`src/rtl/tinyalu_pkg.sv`:
```
// Shared opcode definitions and helpers for the parametrised pipelined ALU.
// Opcodes 11..15 are reserved and complete with an error pulse.
package tinyalu_pkg;

    typedef enum logic [3:0] {
        op_nop  = 4'd0,
        op_add  = 4'd1,
        op_and  = 4'd2,
        op_xor  = 4'd3,
        op_mul  = 4'd4,
        op_sp0  = 4'd5,
        op_sp1  = 4'd6,
        op_sp2  = 4'd7,
        op_shl  = 4'd8,
        op_shr  = 4'd9,
        op_nop1 = 4'd10,
        op_res1 = 4'd11,
        op_res2 = 4'd12,
        op_res3 = 4'd13,
        op_res4 = 4'd14,
        op_res5 = 4'd15
    } alu_opcode_t;

    typedef enum logic {
        ST_IDLE = 1'b0,
        ST_EXEC = 1'b1
    } alu_state_t;

    // Wide enough for MUL_STAGES+1 with MUL_STAGES up to 8.
    localparam int CNT_W = 4;

    function automatic logic is_multi(input alu_opcode_t o);
        return (o == op_mul) || (o == op_sp0) || (o == op_sp1) || (o == op_sp2);
    endfunction

    function automatic logic is_reserved(input alu_opcode_t o);
        return o >= op_res1;
    endfunction

endpackage

```
`src/rtl/alu_mul_pipe.sv`:
```
// Registered multiply/scale pipeline (MUL_STAGES-1 stages) with a trailing
// post-add stage used only by sp0 (A + 2*B).
module alu_mul_pipe
    import tinyalu_pkg::*;
#(
    parameter int W          = 8,
    parameter int MUL_STAGES = 3
) (
    input  logic            clk,
    input  logic            reset_n,
    input  logic            load,
    input  logic [W-1:0]    a,
    input  logic [W-1:0]    b,
    input  alu_opcode_t     op,
    output logic [2*W-1:0]  mul_out,
    output logic [2*W-1:0]  sp0_out
);

    localparam int NS = MUL_STAGES - 1;

    logic [2*W-1:0] a_ext;
    logic [2*W-1:0] b_ext;
    logic [2*W-1:0] prod_in;
    logic [2*W-1:0] sum_reg;

    always_comb begin
        a_ext = {{W{1'b0}}, a};
        b_ext = {{W{1'b0}}, b};
        prod_in = '0;
        case (op)
            op_mul:  prod_in = a_ext * b_ext;
            op_sp1:  prod_in = a_ext << 1;
            op_sp2:  prod_in = a_ext + (a_ext << 1);
            op_sp0:  prod_in = b_ext << 1;
            default: prod_in = '0;
        endcase
    end

    // Operand A travels alongside the scaled value so sp0 can add it at the end.
    for (genvar gi = 0; gi < NS; gi++) begin : g_stage
        logic [2*W-1:0] prod_reg;
        logic [W-1:0]   a_reg;
        if (gi == 0) begin : g_head
            always_ff @(posedge clk or negedge reset_n) begin
                if (!reset_n) begin
                    prod_reg <= '0;
                    a_reg    <= '0;
                end else if (load) begin
                    prod_reg <= prod_in;
                    a_reg    <= a;
                end
            end
        end else begin : g_tail
            always_ff @(posedge clk or negedge reset_n) begin
                if (!reset_n) begin
                    prod_reg <= '0;
                    a_reg    <= '0;
                end else begin
                    prod_reg <= g_stage[gi-1].prod_reg;
                    a_reg    <= g_stage[gi-1].a_reg;
                end
            end
        end
    end

    always_ff @(posedge clk or negedge reset_n) begin
        if (!reset_n) begin
            sum_reg <= '0;
        end else begin
            sum_reg <= g_stage[NS-1].prod_reg + {{W{1'b0}}, g_stage[NS-1].a_reg};
        end
    end

    assign mul_out = g_stage[NS-1].prod_reg;
    assign sp0_out = sum_reg;

endmodule

```
`src/rtl/alu_pipe_param.sv`:
```
// Parametrised ALU with unified issue/retire control: single-cycle ops retire
// from IDLE, multi-cycle ops park in EXEC until the pipeline result is ready.
module alu_pipe_param
    import tinyalu_pkg::*;
#(
    parameter int W          = 8,
    parameter int MUL_STAGES = 3,
    parameter int SHIFT_AMT  = 3
) (
    input  logic            clk,
    input  logic            reset_n,
    input  logic [W-1:0]    A,
    input  logic [W-1:0]    B,
    input  alu_opcode_t     op,
    input  logic            start,
    output logic            busy,
    output logic            done,
    output logic [2*W-1:0]  result,
    output logic            error,
    output logic            overrun
);

    localparam logic [CNT_W-1:0] LOAD_MUL = CNT_W'(MUL_STAGES - 1);
    localparam logic [CNT_W-1:0] LOAD_SP0 = CNT_W'(MUL_STAGES);

    alu_state_t       state_reg, state_next;
    logic [CNT_W-1:0] cnt_reg, cnt_next;
    alu_opcode_t      op_reg, op_next;
    logic             done_reg, done_next;
    logic             error_reg, error_next;
    logic             overrun_reg, overrun_next;
    logic [2*W-1:0]   result_reg, result_next;
    logic [2*W-1:0]   mul_out, sp0_out;
    logic             accept;
    logic             pipe_load;

    function automatic logic [2*W-1:0] single_eval(input alu_opcode_t o,
                                                   input logic [W-1:0] a,
                                                   input logic [W-1:0] b);
        logic [2*W-1:0] ae;
        logic [2*W-1:0] be;
        logic [2*W-1:0] r;
        ae = {{W{1'b0}}, a};
        be = {{W{1'b0}}, b};
        case (o)
            op_add:  r = ae + be;
            op_and:  r = ae & be;
            op_xor:  r = ae ^ be;
            op_shl:  r = ae << SHIFT_AMT;
            op_shr:  r = ae >> SHIFT_AMT;
            default: r = '0;
        endcase
        return r;
    endfunction

    assign busy      = (state_reg == ST_EXEC);
    assign accept    = start && !busy;
    assign pipe_load = accept && is_multi(op);

    alu_mul_pipe #(
        .W          (W),
        .MUL_STAGES (MUL_STAGES)
    ) u_mul_pipe (
        .clk     (clk),
        .reset_n (reset_n),
        .load    (pipe_load),
        .a       (A),
        .b       (B),
        .op      (op),
        .mul_out (mul_out),
        .sp0_out (sp0_out)
    );

    always_ff @(posedge clk or negedge reset_n) begin
        if (!reset_n) begin
            state_reg <= ST_IDLE;
            cnt_reg   <= '0;
            op_reg    <= op_nop;
        end else begin
            state_reg <= state_next;
            cnt_reg   <= cnt_next;
            op_reg    <= op_next;
        end
    end

    // Counter is loaded with latency-1 and retires when it steps to zero.
    always_comb begin
        state_next = state_reg;
        cnt_next   = cnt_reg;
        op_next    = op_reg;
        case (state_reg)
            ST_IDLE: begin
                if (pipe_load) begin
                    state_next = ST_EXEC;
                    op_next    = op;
                    cnt_next   = (op == op_sp0) ? LOAD_SP0 : LOAD_MUL;
                end
            end
            ST_EXEC: begin
                cnt_next = cnt_reg - CNT_W'(1);
                if (cnt_reg == CNT_W'(1)) begin
                    state_next = ST_IDLE;
                end
            end
            default: state_next = ST_IDLE;
        endcase
    end

    always_comb begin
        done_next    = 1'b0;
        error_next   = 1'b0;
        result_next  = result_reg;
        overrun_next = start && busy;
        if (state_reg == ST_IDLE) begin
            if (accept && !is_multi(op) && (op != op_nop) && (op != op_nop1)) begin
                done_next = 1'b1;
                if (is_reserved(op)) begin
                    error_next  = 1'b1;
                    result_next = '0;
                end else begin
                    result_next = single_eval(op, A, B);
                end
            end
        end else if (cnt_reg == CNT_W'(1)) begin
            done_next   = 1'b1;
            result_next = (op_reg == op_sp0) ? sp0_out : mul_out;
        end
    end

    always_ff @(posedge clk or negedge reset_n) begin
        if (!reset_n) begin
            done_reg    <= 1'b0;
            error_reg   <= 1'b0;
            overrun_reg <= 1'b0;
            result_reg  <= '0;
        end else begin
            done_reg    <= done_next;
            error_reg   <= error_next;
            overrun_reg <= overrun_next;
            result_reg  <= result_next;
        end
    end

    assign done    = done_reg;
    assign error   = error_reg;
    assign overrun = overrun_reg;
    assign result  = result_reg;

endmodule
```
`config.mk`:
```
export PLATFORM = sky130hd
export DESIGN_NAME = alu_pipe_param
export DESIGN_NICKNAME = d
export VERILOG_FILES = /design/src/rtl/tinyalu_pkg.sv /design/src/rtl/alu_mul_pipe.sv /design/src/rtl/alu_pipe_param.sv
export SDC_FILE = /design/constraint.sdc
export NUM_CORES = 1
export LEC_CHECK = 0
export ABC_CLOCK_PERIOD_IN_PS = 4850
export CORE_ASPECT_RATIO = 1.4
export CORE_UTILIZATION = 35
export DETAILED_ROUTE_END_ITERATION = 6
export PLACE_DENSITY = 0.59
export SKIP_LAST_GASP = 1
export SLEW_MARGIN = 20
export SYNTH_ARGS = -nofsm -noshare
export SYNTH_HDL_FRONTEND = slang
export SYNTH_SLANG_ARGS = --single-unit
export TNS_END_PERCENT = 5
```
`constraint.sdc`:
```
create_clock -name clk -period 4.85 [get_ports clk]
set_clock_uncertainty 0.15 [all_clocks]
set_input_delay 1.2125 -clock clk [delete_from_list [all_inputs] [get_ports clk]]
set_output_delay 1.2125 -clock clk [all_outputs]
set_load 0.02 [all_outputs]
```
# Word level (Yosys, flattened, before mapping)
# Cells that the tools add are included.
# W data, S select, Z words.
# word_totals
reg_bits	92
latchBits	0
ramBits	0
mem_bits_ro	0
in_bits	23
output_inout_bits	20
word_cells	69
n_memories	0
# op_classes
n_addsub	4
multipliers	1
div	0
n_lt_le_gt_ge	1
eq_ne	14
shifts	0
muxes	19
bitwise_logic	3
reduce_logical	15
# op_table
op	n
$mux W16	4
$pmux W16 S4	1
$pmux W11 S5	1
$eq A4 B3 Y1 const B	5
$add A16 B8 Y16	1
$mul A8 B8 Y16	1
$mux W11	1
$add A8 B9 Y10	1
$add A8 B8 Y9	1
$mux W1	9
$and A8 B8 Y8	1
$eq A4 B1 Y1 const B	2
$eq A4 B2 Y1 const B	2
$eq A4 B4 Y1 const B	2
$pmux W4 S2	1
$xor A8 B8 Y8	1
$logic_and A1 B1 Y1	6
$ge A4 B4 Y1 const B	1
$mux W4	1
$ne A4 B4 Y1 const B	1
$reduce_and A2 Y1	2
$reduce_bool A4 Y1	1
$sub A4 B1 Y4 const B	1
$logic_or A1 B1 Y1	3
6 further kinds	7

# Longest topological paths before layout
# Gate-level depths: netlist of the first run.
# depth
depth_word	10
mapped_depth	17
depth_no_buf	15

# Hierarchy
# From an unflattened synthesis of the first run, not the netlist that was laid out.
# hier_totals
cells_unflattened	713
hier_area_um2	7188.1
# by_module_without_submodules
mod	instances	cells_per_inst	area_each_um2	seq_area_each_um2
alu_mul_pipe	1	479	5017.3	1601.5
alu_pipe_param	1	234	2170.8	700.7

# Worst setup path after synthesis of the first run
# Ideal clock, no wire load.
# synth_timing
path_kind	in2reg
start	input port A[3]
end	register u_mul_pipe.g_stage[0].prod_reg[15]
setup_time_ns	0.126
t_arrival_ns	5.162
required_time_ns	4.574
path_slack_ns	-0.588
stages	15
n_path_buf	2
cell_sequence	clkbuf_1 > and2_1 > fa_1 > fa_1 > fa_1 > inv_1 > fa_1 > inv_1 > ha_1 > buf_2 > a21oi_1 > nand2_1 > a221oi_2 > o21ai_0 > a221o_1
# synth_via
elab_chain_len	2
# synth_rtl
item	line_no	text
start, declared	alu_pipe_param.sv:12	input logic [W-1:0] A,
$mul A8 B8 Y16	alu_mul_pipe.sv:31	op_mul: prod_in = a_ext * b_ext;
$pmux W16 S4	alu_mul_pipe.sv:30	case (op)
end signal, assigned	alu_mul_pipe.sv:49	prod_reg <= prod_in;
end, declared	alu_mul_pipe.sv:41	logic [2*W-1:0] prod_reg;
# Every way passes these cells.
# A chain may end at the register's enable or synchronous reset.

# Final worst setup path of the first run
# layout_timing
start	input port B[4]
end	register u_mul_pipe.g_stage[0].prod_reg[15]
# layout_via
elab_chain_len	2
# layout_rtl
item	line_no	text
start, declared	alu_pipe_param.sv:13	input logic [W-1:0] B,
$mul A8 B8 Y16	alu_mul_pipe.sv:31	
$pmux W16 S4	alu_mul_pipe.sv:30	
# Every way passes these cells.

==> impl_metrics.toml, run 1 <==
[grt]
overflow = 0
grt_pass1_vias = 6492
grt_max_degree = 71
met2_usage_pct = 34.8
grt_usage_pct = 19.4
top_usage_layer = "met2"
antenna_found_initial = 0
met3_usage_pct = 1.91
grt_pass1_wl_um = 32600
use_met1_pct = 23.3

[synthesis]
syn_area_um2 = 7310
synth_cell_types = 78
synth_seq_area_share_pct = 31.5
ys_seq_elements = 92
synth_area_per_cell_um2 = 9.29
syn-num-nets = 911
synth_flop_cell = "dfrtp_1"
synth_edf_count = 0
synth_warnings = 0
synthCells = 787
async_reset_ff_share_pct = 100

[clock_network]
clkLatencyLatePin_ps = 340
cts_buffers = 9
htree_levels = 3
postCtsHoldBufs = 0
cts_tree = "yes"
cts_root_buf = "clkbuf_16"
path_clk_slew_ps = 70
clk_path_buf_depth = 2
clock-sinks = 92

[placed_design]
gp_congestion = 0.853
hpwl_um = 15400
dp_slack_ps = -863
io_buffers = 42

[timing]
period_share_pct = 99.1
worst_slack_ps = 44.4
finalCriticalPeriod_ps = 4810
slew_violations = 0
finalSetupViolCount = 0
max-slew-margin-rel_pct = 35.3
rsz0062_at_grt = "yes"
finalHoldViolCount = 0
fin_worst_hold_slack_ps = 221
worst_pin_slew_ps = 957
fin_tns_setup_ps = 0
fmax_ghz = 0.208

[power]
switching_share_pct = 39.6
comb_power_share_pct = 55.4
p_leak_nw = 4.26
p_int_mw = 2.73
ir_drop_uv = 223
power_density_nw_per_um2 = 499
power_switching_mw = 1.79
p_seq_share_pct = 28.5
pwr-share-clk_pct = 16.2

[floorplanning]
row_count = 62
core_um2 = 20500
die_x_um = 124
die_area_um2 = 21500
dieHeight_um = 173
start_util_pct = 35.7
io_pins = 43

[setup_path]
worstSetupStartpointType = "input port"
path_delay_family = "adder cells"
crit_required_ps = 4930
cp_cell_sequence = "buf_2 -> buf_6 -> and2_4 -> fa_1 -> inv_1 -> fa_1 -> inv_2 -> fa_1 -> inv_1 -> fa_1 -> inv_2 -> ha_4 -> o21ai_4 -> nor2_4 -> a221oi_4 -> o2111a_1 -> a221o_1"
critPathMostFrequentCell = "fa_1"
cpMaxStageDelayCell = "fa_1"
cp_max_fo = 5
path_class = "input port to register"
cp.buffers_inverters = 6
endpoint_kind = "register"
slowest_delay_ps = 500
crit_arrival_ps = 4880

[routing]
avgRoutedWirePerCell_um = 17.0
drtPass1Iterations = 4
first_iter_violations = 255
avgViaCountPerCell = 5.32
wl_um = 19400
antenna_left = 0
num_vias = 6090
drcViolationCount = 0

[layout]
filler_cell_count = 2052
antennaDiodeCount = 0
nets = 1008
drive_above_1_share_pct = 20.6
area_growth_pct = 24.1

[worst_hold_path]
min-delay-path-class = "register to register"

[flow_run]
drv_cap = 0

[status]
status = "finished, final reports clean"
-- cell usage in the layout, fill, tap and decap left out, types with 13 or more instances in the layout --
master           instances
buf_4                   69
o21ai_0                 29
dfrtp_1                 92
and2_1                  34
clkdlybuf4s50_1         25
nand3_1                 24
a21oi_1                 26
ha_1                    52
nand2_1                 93
nor2_1                  36
xor2_1                  15
mux2_2                  18
nor3_1                  13
inv_1                   76
fa_1                    35
-- cells in the mapped netlist (9+ instances only) --
master    instances  share of area (%)
o21ai_0          33                2.3
nor2_1           37                1.9
nand2_1          95                4.9
clkbuf_1         20                1.0
xor2_1           15                1.8
a211oi_1         13                1.3
mux2_2           18                2.8
nor3_1           13               0.89
inv_1            82                4.2
a21oi_1          29                2.0
fa_1             39                 11
ha_1             62                 11
nand3_1          25                1.7
a21o_1            9               0.92
and2_1           44                3.8
dfrtp_1          92                 32
-- path summary, 6_finish.rpt --
path,startpoint,endpoint,slack [ps],cells after the start
max,B[4],u_mul_pipe.g_stage[0].prod_reg[15]$_DFFE_PN0P_,40,17
min,u_mul_pipe.g_stage[0].a_reg[2]$_DFFE_PN0P_,u_mul_pipe.g_stage[1].a_reg[2]$_DFF_PN0_,220,0
max reg2reg,u_mul_pipe.mul_out[0]$_DFF_PN0_,u_mul_pipe.sp0_out[12]$_DFF_PN0_,2480,8
min reg2reg,u_mul_pipe.g_stage[0].a_reg[2]$_DFFE_PN0P_,u_mul_pipe.g_stage[1].a_reg[2]$_DFF_PN0_,220,0
max in group asynchronous,reset_n,u_mul_pipe.mul_out[5]$_DFF_PN0_,2860,2
min in group asynchronous,reset_n,u_mul_pipe.g_stage[0].prod_reg[0]$_DFFE_PN0P_,840,1
-- power by group through the flow --
| stage | Sequential [mW] | Clock, mW | Combinational, mW |
|---|---|---|---|
| final | 1.29 | 0.732 | 2.51 |
| after global routing | 1.33 | 0.779 | 2.79 |
| after CTS | 1.29 | 0.753 | 2.49 |
| after detailed placement | 1.30 | 0 | 2.34 |
| after global placement | 1.29 | 0 | 2.30 |
| after floorplan | 1.32 | 0 | 1.56 |
-- metrics by stage --
stage                     std cells  total power, mW  utilization, %  instance area [µm²]
after floorplan                 787             2.88               -                 7430
after global placement         1124             3.59            41.6                 8520
after detailed placement       1124             3.64            41.6                 8520
after CTS                      1144             4.53            44.0                 9020
after global routing           1145             4.90            44.3                 9070
final                          1145             4.53            44.3                 9070
-- logic make-up after synthesis --
family / count (synthesis) / synth area share [%]
muxes: 24 / 3.60
buffers and inverters: 117 / 6.49
and+or+nand+nor: 263 / 18.1
adders and majority gates: 101 / 21.3
DFF: 92 / 31.5
AOI/OAI and AO/OA: 168 / 16.4
xor gates and xnor gates: 22 / 2.64
-- area by class of cell --
class	instances	area, µm²	share of cell area, %
clock buffers	12	256	2.83
clock inverters	4	55.1	0.607
inverters	83	312	3.43
multi-input cells	578	4810	53.0
flip-flops and latches	92	2300	25.4
well taps	256	320	3.53
repair buffers	120	1020	11.2
-- timing repair --
action / in CTS / in global routing
setup buffers: 4 / 3
setup endpoints to repair: 12 / 9
gates resized for setup: 71 / 42
pin swaps: 31 / 28
-- routing by layer --
| layer | up-vias | share of wire [%] | wire length, µm |
|---|---|---|---|
| met4 | 0 | 2.6 | 508 |
| met2 | 120 | 54 | 10400 |
| li1 | 2931 | - | - |
| met1 | 3003 | 41 | 8000 |
| met5 | - | 0 | 0 |
| met3 | 36 | 2.5 | 485 |
Power figures use the tool's default switching activity.
==> inputs of run 2 (changes only) <==
- SYNTH_HIERARCHICAL: default -> 1
==> run 2 against run 1 <==
Non-clock buffer count shrank 8. Highest routed layer unchanged. Wire length is 5.2% lower. First-iteration DRC count increased by 8.6%. Global-route usage down 0.59 points. Cell area fell by 3.5%. Count of clock-buffer cells in the layout fell by 3. Synthesized cell count down 9.4%.
==> impl_metrics.toml, run 2 <==
[clock_network]
clk_path_buf_depth = 2
htree_levels = 3
path_clk_slew_ps = 70
clkLatencyLatePin_ps = 340
clock-sinks = 92
cts_tree = "yes"
cts_buffers = 9
cts_root_buf = "clkbuf_16"

[routing]
wl_um = 18400
drtPass1Iterations = 4
first_iter_violations = 277
avgRoutedWirePerCell_um = 17.2
num_vias = 5526
antenna_left = 0
avgViaCountPerCell = 5.16
drcViolationCount = 0

[synthesis]
syn_area_um2 = 7190
yosys-top-cells-area = "dfrtp_1, fa_1, ha_1"
synth_top_area_share_pct = 32.0
synth_cell_types = 74
async_reset_ff_share_pct = 100
synthCells = 713
synth_top_area_cell = "dfrtp_1"
ys_seq_elements = 92
ys_top_cells_by_count = "dfrtp_1, inv_1, ha_1"
syn-num-nets = 837
synth_edf_count = 0
synth.most_common_cell = "dfrtp_1"
synth_flop_cell = "dfrtp_1"
synth_seq_area_share_pct = 32.0
synth_area_per_cell_um2 = 10.1
synth_warnings = 6

[power]
power_density_nw_per_um2 = 453
p_leak_nw = 4.05
power_mw = 3.97
ir_drop_uv = 187

[layout]
regArea_um2 = 2300
nets = 937
multi_input_area_um2 = 4640
filler_cell_count = 1932
final_util_pct = 43.8
area_growth_pct = 21.8
drive_above_1_share_pct = 20.2
final_cell_mix = "dfrtp_1, inv_1, buf_4"
layout_commonest_cell = "dfrtp_1"

[timing]
finalSetupViolCount = 0
worst_slack_ps = 48.5
rsz0062_at_grt = "yes"
slew_violations = 0
fin_tns_setup_ps = 0
period_share_pct = 99.0
fmax_ghz = 0.208
finalHoldViolCount = 0
max-slew-margin-rel_pct = 34.9
finalCriticalPeriod_ps = 4800
worst_pin_slew_ps = 977
fin_worst_hold_slack_ps = 219

[floorplanning]
row_count = 61
die_x_um = 123
io_pins = 43
die_area_um2 = 21100
core_um2 = 20000
start_util_pct = 35.9
dieHeight_um = 172

[grt]
grt_usage_pct = 18.8
grt_pass1_wl_um = 30300
grt_pass1_vias = 5901
grt_max_degree = 78
antenna_found_initial = 1
overflow = 0

[status]
status = "finished, final reports clean"

[setup_path]
path_class = "input port to register"
crit_arrival_ps = 4910
crit_required_ps = 4950
worstSetupStartpointType = "input port"
reg2reg_slack_ps = 2030
cp_max_fo = 7
endpoint_kind = "register"

[placed_design]
dp_slack_ps = -775
gp_congestion = 0.885
hpwl_um = 14500
io_buffers = 42

[flow_run]
drv_cap = 0

[worst_hold_path]
min-delay-path-class = "register to register"
==> run 2: cell types whose count changed after synthesis, moves of 10 or more <==
cell,previous run,this run
nand2_1,95,37
nand3_1,25,11
mux2i_1,6,23
a21oi_1,29,39
o21ai_0,33,19
inv_1,82,66
clkbuf_1,20,9
==> run 2: worst max-delay path, cell delays in order <==
cell and delay, ps:
buf_4 140, buf_4 130, and2_4 130, fa_1 500
fa_1 510, fa_1 530, inv_2 40, fa_1 510
inv_2 50, ha_4 170, a211oi_2 230, o21a_1 200
nor4b_2 70, o31a_1 290, o32ai_2 200
==> run 2: area by class of cell <==
type	count	share of cell area, %
multi-input combinational	530	53.0
sequential	92	26.3
timing repair buffer	112	10.8
tap	252	3.60
inverter	68	2.92
clock buffer	9	2.57
clock inverter	7	0.757
antenna	1	0.0286
==> run 2: logic make-up after synthesis <==
group           after synthesis  synth area share (%)
buf+inv                      91                  5.29
flops                        92                  32.0
compound gates              159                  15.5
simple gates                200                  15.5
mux                          42                  6.65
xor+xnor                     28                  3.41
fa+ha+maj                   101                  21.7
==> run 2: path summary, 6_finish.rpt <==
kind | start | endpoint | cells after the start
setup reg to reg | cnt_reg[1]$_DFFE_PN0P_ | result[6]$_DFFE_PN0P_ | 8
min in group asynchronous | reset_n | error$_DFF_PN0_ | 1
hold reg to reg | u_mul_pipe/g_stage[0].a_reg[7]$_DFFE_PN0P_ | u_mul_pipe/g_stage[1].a_reg[7]$_DFF_PN0_ | 0
max in group asynchronous | reset_n | u_mul_pipe/mul_out[9]$_DFF_PN0_ | 2
hold / removal | u_mul_pipe/g_stage[0].a_reg[7]$_DFFE_PN0P_ | u_mul_pipe/g_stage[1].a_reg[7]$_DFF_PN0_ | 0
setup / recovery | B[4] | u_mul_pipe/g_stage[0].prod_reg[15]$_DFFE_PN0P_ | 15
==> run 2: routing by layer <==
| metal | track usage (%) | vias up | part of all wire (%) |
|---|---|---|---|
| met5 | 0 | - | 0 |
| met4 | 7.70 | 0 | 3.0 |
| met3 | 1.69 | 29 | 1.9 |
| met2 | 34.1 | 90 | 52 |
| met1 | 22.5 | 2713 | 43 |
| li1 | - | 2694 | - |
==> run 2: timing repair <==
| item | in CTS | in global routing |
|---|---|---|
| hold endpoints to repair | 0 | 0 |
| setup endpoints to repair | 10 | 9 |
| hold buffers | 0 | 0 |
| gates resized for setup | 57 | 24 |
| pin swaps | 12 | 21 |
| buffers inserted | 3 | 10 |
==> run 2: through the flow <==
step / instance area [µm²] / cells
finish: 8750 / 1071
global route: 8750 / 1071
CTS: 8660 / 1060
detailed placement: 8320 / 1041
global placement: 8320 / 1041
floorplan: 7320 / 713
==> run 2: where the power goes <==
group          switching, mW  internal, mW  total (mW)  leakage, nW
combinational           1.07          1.02        2.09         2.73
sequential             0.163          1.03        1.20         1.18
clock                  0.321         0.362       0.683        0.138
==> inputs of run 3 (changes only) <==
- CORE_MARGIN: default -> 2
- SLEW_MARGIN: 20 -> default
==> run 3 against run 2 <==
Hold slack better by 7.6 ps. Critical path type unchanged. Maximum frequency is 0.43% lower. Wire length is 0.35% higher. Sequential power hardly changed. Final cell count hardly changed. Sequential share of layout area hardly changed. Highest routed layer unchanged. Largest cell class unchanged. Global-route usage is 1.4 points lower.
==> impl_metrics.toml, run 3 (synthesis results as in run 2) <==
[setup_path]
cp_cell_sequence = "clkdlybuf4s15_2 -> buf_6 -> and2_4 -> fa_1 -> fa_1 -> fa_1 -> inv_1 -> fa_1 -> inv_2 -> ha_4 -> a211oi_4 -> o21a_1 -> nor4b_2 -> o31a_1 -> o32ai_2"
crit_required_ps = 4950
path_class = "input port to register"
slowest_delay_ps = 550
worstSetupStartpointType = "input port"
cpMaxStageDelayCell = "fa_1"
critPathMostFrequentCell = "fa_1"
crit_arrival_ps = 4920
cp_max_fo = 5
reg2reg_slack_ps = 1990
endpoint_kind = "register"

[timing]
finalSetupViolCount = 0
fmax_ghz = 0.207
max-slew-margin-rel_pct = 48.1
rsz0062_at_grt = "yes"
worst_pin_slew_ps = 779
period_share_pct = 99.4
finalHoldViolCount = 0
finalCriticalPeriod_ps = 4820
slew_violations = 0
fin_worst_hold_slack_ps = 227

[floorplanning]
start_util_pct = 35.4
io_pins = 43
row_count = 62
dieHeight_um = 174
core_um2 = 20300
die_area_um2 = 21700
die_x_um = 125

[layout]
final_cell_mix = "dfrtp_1, buf_4, inv_1"
filler_cell_count = 2027
layout_commonest_cell = "dfrtp_1"
drive_above_1_share_pct = 20.5
postLayoutCellArea_um2 = 8770
antennaDiodeCount = 0
nets = 935
area_growth_pct = 21.9

[routing]
avgViaCountPerCell = 5.18
drtPass1Iterations = 4
avgRoutedWirePerCell_um = 17.2
wl_um = 18500
antenna_left = 0
num_vias = 5551
first_iter_violations = 242
drcViolationCount = 0

[placed_design]
hpwl_um = 14700
gp_congestion = 0.913
placedInstanceArea_um2 = 8360
io_buffers = 42

[power]
p_seq_share_pct = 29.9
comb_power_share_pct = 52.9
power_switching_mw = 1.57
p_leak_nw = 4.04
p_int_mw = 2.42
switching_share_pct = 39.3
ir_drop_uv = 180
pwr-share-clk_pct = 17.2
power_density_nw_per_um2 = 456

[clock_network]
cts_tree = "yes"
path_clk_slew_ps = 70
cts_root_buf = "clkbuf_16"
htree_levels = 3
clock-sinks = 92
clk_path_buf_depth = 2
cts_buffers = 9
clkLatencyLatePin_ps = 340

[grt]
grt_pass1_wl_um = 30300
grt_pass1_vias = 5906
antenna_found_initial = 0
grt_max_degree = 64
grt_usage_pct = 17.4
overflow = 0

[flow_run]
drv_cap = 0

[status]
status = "finished, final reports clean"

[worst_hold_path]
min-delay-path-class = "register to register"
## run 3: cell count changes in the layout (fill, tap and decap cells not counted), sizes merged
cell,delta
clkdlybuf4s15,+2
dlygate4sd2,+3
diode,-1
inv,-2
buf,-2
clkdlybuf4s50,-2
clkinvlp,-2
clkinv,+4
clkbuf,-3
## run 3: cell type report
class	instances	area (µm²)	area share, %
Clock buffer	9	225	2.57
Clock inverter	7	76.3	0.871
Inverter	68	255	2.91
Multi-Input combinational cell	530	4690	53.5
Sequential cell	92	2300	26.3
Tap cell	256	320	3.65
Timing Repair Buffer	110	896	10.2
## run 3: final timing paths
path | start | to | cells after the start
setup / recovery | B[6] | u_mul_pipe/g_stage[0].prod_reg[15]$_DFFE_PN0P_ | 15
hold / removal | u_mul_pipe/g_stage[0].a_reg[4]$_DFFE_PN0P_ | u_mul_pipe/g_stage[1].a_reg[4]$_DFF_PN0_ | 0
setup reg to reg | cnt_reg[1]$_DFFE_PN0P_ | result[4]$_DFFE_PN0P_ | 8
hold reg to reg | u_mul_pipe/g_stage[0].a_reg[4]$_DFFE_PN0P_ | u_mul_pipe/g_stage[1].a_reg[4]$_DFF_PN0_ | 0
max in group asynchronous | reset_n | u_mul_pipe/sp0_out[14]$_DFF_PN0_ | 2
min in group asynchronous | reset_n | error$_DFF_PN0_ | 1
## run 3: layer usage
metal	wire [µm]	global-route usage (%)
met4	494	6.53
met3	299	1.48
met1	7920	20.6
met2	9760	32.6
met5	0	0
## run 3: through the flow
stage	utilization, %	std cells	setup TNS, ps	total power, mW	setup WS [ps]
3_5_place_dp	41.1	1049	-7850	3.20	-803
2_1_floorplan	-	713	-7.98	2.52	-7.98
5_1_grt	43.1	1072	-356	4.30	-78.9
6_report	43.1	1072	0	4.00	27.7
3_3_place_gp	41.1	1049	-7420	3.17	-743
4_1_cts	42.7	1070	0	3.93	1.88
## run 3: power groups by stage
stage	Clock (mW)	Sequential, mW	Combinational (mW)
after global placement	0	1.20	1.97
after detailed placement	0	1.21	1.98
after floorplan	0	1.24	1.28
after CTS	0.709	1.20	2.02
final	0.689	1.19	2.11
after global routing	0.735	1.23	2.33
## run 3: worst max-delay path: cells and delay by family
family | cells | cell delay [ps]
fa+ha+maj | 5 | 2170
compound gates | 4 | 900
buf+inv | 4 | 430
simple gates | 2 | 200
## run 3: timing repair
action                                  4_1_cts  5_1_grt
endpoints found under the setup margin       11        7
hold buffers                                  0        0
buffers inserted                              6        2
pin swaps                                    23       12
resized for setup                            73        9
